$ cat src/rtl/saw_bass_voice_if.sv
// Sample handshake, note controls, shared multiplier/divider ports and output
// sample of the sawtooth bass voice, bundled for the voice and its host.
interface saw_bass_voice_if;
  logic               start;
  logic               finish;
  logic               gate;
  logic               trigger;
  logic [23:0]        freq;
  logic signed [23:0] wave_out;
  logic signed [63:0] mult_p;
  logic signed [31:0] mult_a;
  logic signed [31:0] mult_b;
  logic [47:0]        div_q;
  logic [47:0]        div_n;
  logic [47:0]        div_d;

  modport master (
    output start, gate, trigger, freq, mult_p, div_q,
    input  finish, wave_out, mult_a, mult_b, div_n, div_d
  );

  modport slave (
    input  start, gate, trigger, freq, mult_p, div_q,
    output finish, wave_out, mult_a, mult_b, div_n, div_d
  );
endinterface

$ cat src/rtl/saw_bass_voice.sv
// Monophonic bass voice: phase accumulator, naive saw, Chamberlin SVF lowpass
// with decaying cutoff and an amplitude envelope; one sample per start/finish.
module saw_bass_voice (
  input  logic            clk,
  input  logic            rst_n,
  saw_bass_voice_if.slave bus
);
  localparam logic signed [31:0] Q_DAMP    = 32'sd13981013;
  localparam logic [23:0]        CUT_RST   = 24'd6144000;
  localparam logic [23:0]        CUT_TRIG  = 24'd1280000;
  localparam logic [23:0]        CUT_FLOOR = 24'd102400;
  localparam logic [23:0]        AMP_MAX   = 24'hFFFFFF;

  typedef enum logic [2:0] {
    S_IDLE, S_OSCS, S_SAW, S_LPF, S_BUBBLE, S_AMP, S_FINISH
  } state_t;

  state_t             r_state, w_next;
  logic [2:0]         r_cnt;
  logic [23:0]        r_amp, r_cut, r_porta;
  logic [31:0]        r_acc;
  logic signed [31:0] r_x, r_low, r_band;
  logic signed [23:0] r_wave;
  logic               r_finish;

  logic [38:0]        w_pinc;
  logic [33:0]        w_fprod;
  logic signed [31:0] w_f, w_prod, w_high;
  logic signed [23:0] w_saw;
  logic signed [31:0] w_mult_a, w_mult_b;
  logic               w_unused_div;

  // Glide step: 1/4096 of the remaining distance, never less than one LSB.
  function automatic logic [23:0] porta_step(input logic [23:0] d);
    logic [23:0] s;
    s = d >> 12;
    return (s == 24'd0) ? 24'd1 : s;
  endfunction

  // Cutoff in Q16.8 Hz scaled to Q24 SVF coefficient, clamped just below 1.0.
  function automatic logic [23:0] sat_f(input logic [33:0] p);
    logic [33:0] s;
    s = p >> 6;
    return (s > 34'h0FFFFFF) ? 24'hFFFFFF : s[23:0];
  endfunction

  assign w_pinc  = {15'd0, r_porta} * 39'd22370;
  assign w_fprod = {10'd0, r_cut} * 34'd549;
  assign w_f     = $signed({8'd0, sat_f(w_fprod)});
  assign w_saw   = $signed({r_acc[31:16], 8'h00} - 24'h800000);
  assign w_prod  = 32'(bus.mult_p >>> 24);
  assign w_high  = r_x - r_low - w_prod;
  assign w_unused_div = ^bus.div_q;

  always_ff @(posedge clk or negedge rst_n) begin
    if (!rst_n) r_state <= S_IDLE;
    else        r_state <= w_next;
  end

  always_comb begin
    w_next = r_state;
    case (r_state)
      S_IDLE:   if (bus.start) w_next = S_OSCS;
      S_OSCS:   w_next = S_SAW;
      S_SAW:    w_next = S_LPF;
      S_LPF:    if (r_cnt == 3'd6) w_next = S_BUBBLE;
      S_BUBBLE: w_next = S_AMP;
      S_AMP:    w_next = S_FINISH;
      S_FINISH: w_next = S_IDLE;
      default:  w_next = S_IDLE;
    endcase
  end

  // Multiplier issue slots; each product is consumed two cycles later.
  always_comb begin
    w_mult_a = '0;
    w_mult_b = '0;
    if (r_state == S_LPF) begin
      case (r_cnt)
        3'd0: begin w_mult_a = w_f;    w_mult_b = r_band; end
        3'd2: begin w_mult_a = Q_DAMP; w_mult_b = r_band; end
        3'd4: begin w_mult_a = w_f;    w_mult_b = w_high; end
        3'd6: begin w_mult_a = r_low;  w_mult_b = $signed({8'd0, r_amp}); end
        default: ;
      endcase
    end
  end

  always_ff @(posedge clk or negedge rst_n) begin
    if (!rst_n) begin
      r_cnt    <= '0;
      r_amp    <= '0;
      r_cut    <= CUT_RST;
      r_porta  <= '0;
      r_acc    <= '0;
      r_x      <= '0;
      r_low    <= '0;
      r_band   <= '0;
      r_wave   <= '0;
      r_finish <= 1'b0;
    end else begin
      r_finish <= (r_state == S_AMP);
      case (r_state)
        S_IDLE: if (bus.start) begin
          if (bus.trigger) begin
            r_cut   <= CUT_TRIG;
            r_porta <= bus.freq;
          end else begin
            r_cut <= r_cut - ((r_cut - CUT_FLOOR) >> 12);
            if (bus.freq > r_porta)      r_porta <= r_porta + porta_step(bus.freq - r_porta);
            else if (bus.freq < r_porta) r_porta <= r_porta - porta_step(r_porta - bus.freq);
          end
          if (bus.gate) r_amp <= r_amp + ((AMP_MAX - r_amp) >> 9);
          else          r_amp <= r_amp - (r_amp >> 12);
        end
        S_OSCS: r_acc <= r_acc + 32'(w_pinc >> 6);
        S_SAW:  r_x   <= {{12{w_saw[23]}}, w_saw[23:4]};
        S_LPF: begin
          r_cnt <= (r_cnt == 3'd6) ? 3'd0 : r_cnt + 3'd1;
          if (r_cnt == 3'd2) r_low  <= r_low + w_prod;
          if (r_cnt == 3'd6) r_band <= r_band + w_prod;
        end
        S_AMP:  r_wave <= 24'(bus.mult_p >>> 24);
        default: ;
      endcase
    end
  end

  assign bus.finish   = r_finish;
  assign bus.wave_out = r_wave;
  assign bus.mult_a   = w_mult_a;
  assign bus.mult_b   = w_mult_b;
  assign bus.div_n    = '0;
  assign bus.div_d    = '0;
endmodule

$ cat src/flat_wrapper.sv
// flat-port wrapper written by rule: the top's interface ports become plain ports
module saw_bass_voice_flat 
  (clk, rst_n, bus_start, bus_gate, bus_trigger, bus_freq, bus_mult_p, bus_div_q, bus_finish, bus_wave_out, bus_mult_a, bus_mult_b, bus_div_n, bus_div_d);
  saw_bass_voice_if bus_i ();
  input  logic clk;
  input  logic rst_n;
  input wire logic [$bits(bus_i.start)-1:0] bus_start;
  input wire logic [$bits(bus_i.gate)-1:0] bus_gate;
  input wire logic [$bits(bus_i.trigger)-1:0] bus_trigger;
  input wire logic [$bits(bus_i.freq)-1:0] bus_freq;
  input wire logic [$bits(bus_i.mult_p)-1:0] bus_mult_p;
  input wire logic [$bits(bus_i.div_q)-1:0] bus_div_q;
  output wire logic [$bits(bus_i.finish)-1:0] bus_finish;
  output wire logic [$bits(bus_i.wave_out)-1:0] bus_wave_out;
  output wire logic [$bits(bus_i.mult_a)-1:0] bus_mult_a;
  output wire logic [$bits(bus_i.mult_b)-1:0] bus_mult_b;
  output wire logic [$bits(bus_i.div_n)-1:0] bus_div_n;
  output wire logic [$bits(bus_i.div_d)-1:0] bus_div_d;
  assign bus_i.start = bus_start;
  assign bus_i.gate = bus_gate;
  assign bus_i.trigger = bus_trigger;
  assign bus_i.freq = bus_freq;
  assign bus_i.mult_p = bus_mult_p;
  assign bus_i.div_q = bus_div_q;
  assign bus_finish = bus_i.finish;
  assign bus_wave_out = bus_i.wave_out;
  assign bus_mult_a = bus_i.mult_a;
  assign bus_mult_b = bus_i.mult_b;
  assign bus_div_n = bus_i.div_n;
  assign bus_div_d = bus_i.div_d;
  saw_bass_voice u_core (.clk(clk), .rst_n(rst_n), .bus(bus_i));
endmodule
$ cat config.mk
export PLATFORM = sky130hd
export DESIGN_NAME = saw_bass_voice_flat
export DESIGN_NICKNAME = d
export VERILOG_FILES = /design/src/rtl/saw_bass_voice_if.sv /design/src/rtl/saw_bass_voice.sv /design/src/flat_wrapper.sv
export SDC_FILE = /design/constraint.sdc
export NUM_CORES = 2
export LEC_CHECK = 0
export ABC_AREA = 1
export ABC_CLOCK_PERIOD_IN_PS = 13200
export BUFFER_PORTS_ARGS = -buffer_cell sky130_fd_sc_hd__buf_2
export CAP_MARGIN = 20
export CORE_MARGIN = 2
export CORE_UTILIZATION = 40
export DETAILED_ROUTE_END_ITERATION = 7
export GPL_ROUTABILITY_DRIVEN = 1
export PLACE_DENSITY_LB_ADDON = 0.12
export SLEW_MARGIN = 15
export SYNTH_ARGS = -nofsm -noshare
export SYNTH_HDL_FRONTEND = slang
export SYNTH_SLANG_ARGS = --single-unit
$ cat constraint.sdc
create_clock -name clk -period 13.2 [get_ports clk]
set_input_delay 1.98 -clock clk [delete_from_list [all_inputs] [get_ports clk]]
set_output_delay 1.98 -clock clk [all_outputs]
set_load 0.1 [all_outputs]
==> metrics <==
Post-DP Area 36600 µm²; # rows 108; post-synthesis register bit count 215; WL/cell 18.0 µm; crit-path leading delay family adder cells; finished layout cell area 37800 µm²; crit path time final 8.10 ns; Layout Nets 5999; outcome completed; Synth Instances 5040; critical path cell sequence clkinv_1 > fa_1 > inv_1 > ha_1 > inv_1 > fa_1 > inv_1 > ha_1 > inv_1 > o21ai_0 > a21oi_1 > o21ai_0 > a21oi_1 > nand2_1 > nand2_1 > nand2_1 > nor2_2 > nand3_1 > nand2_1 > a21oi_1 > buf_2; Final Setup Violations 0; Num CTS Buffers 34; Max stage delay on crit path 0.73 ns; IO Port Bufs 149; 1st-iter DRT viols 2160; Setup TNS 0 ns; Max Fclk 123 MHz; core footprint 86600 µm²; Yosys top cell by area ha_1; Arr. time, crit path 6.12 ns; initial antenna violation count 5; DRT Pass-1 Iters 6; largest cells by area after synthesis ha_1, dfrtp_1, nand2_1, fa_1, inv_1; Worst EP required 11.22 ns; CTS Buffer Depth 3; post-synthesis async set-or-reset flop share 100%; Fin. Hold Viols 0; remaining antenna violation count 0; unrepaired setup endpoints after global routing no; CTS clk-pin slew, worst paths 0.06 ns; Slew @ Worst Pin 1.20 ns; number of library cell types mapped by synthesis 63; Finished Core Util 43.6%; vias in the first global route 31300; Skew-Pair Late Insertion Delay 0.59 ns; Die Wd 300 µm; most common flop cell mapped by yosys dfrtp_1; first-pass GRT wire length 178000 µm; Mean Syn Cell Area 6.93 µm²; Residual DRC 0; synth warn 0; Rel. slew slack 20.0%; Layout area overhead 8.17%; Die Y-Extent 300 µm; CP Capture Type output pin; mapped cell area 35000 µm²; GRT overflow 0; GP Congestion 0.948; clk_skew 0.0319 ns; share of layout cells above drive strength 1 7.51%; vias per cell 5.05; I/O Pins 326; CTS tree done; Final Max Tran Viols 0; H-Tree Depth 2; die footprint 89800 µm²; Root Buffer clkbuf_16; critical path startpoint category flop; hold crit path type reg2reg; Fillers 9206; largest net degree at the start of global routing 148; Post-synth EDFFs 0; post-CTS resize count 0; crit-path max FO 24; worst-path cell with the longest stage delay nor2_2; setup bufs post-CTS 0; GRT Total Usage 25.2%; Detail Placement HPWL 95900 µm; Starting Density 40.4%; crit path kind reg2out; area share of the largest cell type after synthesis 18.1%; worst path bufs/invs 6; final wirelength 114000 µm; Worst Hold Slack 0.481 ns; register area share after synthesis 15.4%; total number of vias 32100; maxcap violations 0; Tcrit/Tclk final 61.4%; # hold bufs at CTS 0; Clock Sinks 215
==> stage by stage <==
step / cells / worst slack, ns
2_1_floorplan: 5135 / 5.84
3_3_place_gp: 6285 / 5.55
3_5_place_dp: 6285 / 5.52
4_1_cts: 6346 / 5.07
5_1_grt: 6349 / 4.67
6_report: 6349 / 5.10
==> cell usage after synthesis, drive strengths merged, types with 10 or more instances <==
library cell,count
a21boi,16
a21o,45
a21oi,354
a221oi,10
a31oi,52
buf,115
clkbuf,55
dfrtp,208
fa,183
ha,507
inv,933
nand2,1126
nand3,261
nand3b,12
nand4,49
nor2,334
nor3,51
nor4,15
o211ai,17
o21ai,370
o21bai,46
o22ai,14
or2,51
xnor2,68
xor2,83
==> per-layer routing <==
metal	track usage [%]	wire length, µm	part of all wire [%]
met2	42.4	53200	46
met1	34.2	53000	46
met3	2.51	4590	4.0
met4	7.75	3630	3.2
met5	0	27	0.024
==> placed cells by master, fill, tap and decap left out, drive strengths merged, types with 3 or more instances in the layout <==
cell	Yosys	final
nand3b	12	12
dfrtp	208	208
bufinv	0	3
a211oi	4	4
inv	933	934
mux2	8	8
o31ai	9	9
nor3	51	51
a21o	45	45
nand3	261	261
nor4	15	15
nand4	49	49
o21a	9	9
o22ai	14	14
o221ai	4	4
ha	507	507
dfstp	7	7
and3	5	5
clkinv	5	20
nor2	334	334
a21boi	16	16
a21oi	354	354
or2	51	51
conb	1	96
o21ai	370	370
fa	183	183
nand2	1126	1126
a221oi	10	10
clkinvlp	0	4
xor2	83	83
a31oi	52	52
o211ai	17	17
buf	115	167
xnor2	68	68
o311ai	3	3
o21bai	46	46
clkbuf	55	38
==> final cells by class <==
class	instances	area, µm²	share of cell area (%)
Sequential cell	215	5390	14.3
Clock inverter	23	270	0.715
Multi-Input combinational cell	3812	25400	67.1
Clock buffer	38	886	2.34
Timing Repair Buffer	167	927	2.45
Inverter	938	3520	9.31
Tap cell	1155	1450	3.82
Antenna cell	1	2.50	0.00662
==> state kept, by name (all words and copies together), names as in the netlist <==
| register | cells |
|---|---|
| u_core.r_porta | 24 |
| u_core.r_cut | 24 |
| u_core.r_state | 3 |
| u_core.r_cnt | 3 |
| u_core.r_low | 32 |
| u_core.bus.finish | 1 |
| u_core.r_band | 32 |
| u_core.r_acc | 32 |
| u_core.r_amp | 24 |
| u_core.bus.wave_out | 24 |
| u_core.r_x | 16 |
==> worst reg2reg max path, delay by kind of cell, from the launching register on <==
family	cells	cell delay, ns
AO/OA/AOI/OAI	10	1.88
XOR/XNOR	1	0.36
adder cells (fa/ha/maj)	8	3.70
buffers and inverters	4	0.23
flip-flops	1	0.56
AND/OR/NAND/NOR	6	0.84
==> path summary, 6_finish.rpt <==
path / to / from / slack [ns] / cells past startpoint
setup / recovery: bus_mult_a[2] / u_core.r_cut[19] / 5.10 / 21
hold / removal: u_core.r_state[2] / u_core.r_state[1] / 0.48 / 1
setup reg to reg: u_core.r_acc[25] / u_core.r_porta[5] / 5.51 / 29
hold reg to reg: u_core.r_state[2] / u_core.r_state[1] / 0.48 / 1
max in group asynchronous: u_core.r_porta[16] / rst_n / 10.36 / 2
min in group asynchronous: u_core.bus.wave_out[16] / rst_n / 1.36 / 1
==> logic make-up after synthesis <==
logic type | share of synthesized area (%)
compound gates | 15.5
xor+xnor | 3.78
fa+ha+maj | 28.6
buf+inv | 13.1
flops | 15.4
mux | 0.286
other cells | 0.0107
simple gates | 23.3
Power is left out: the tool's default activity adds up to more than one toggle a clock period on the data nets, which glitch-free logic cannot reach.
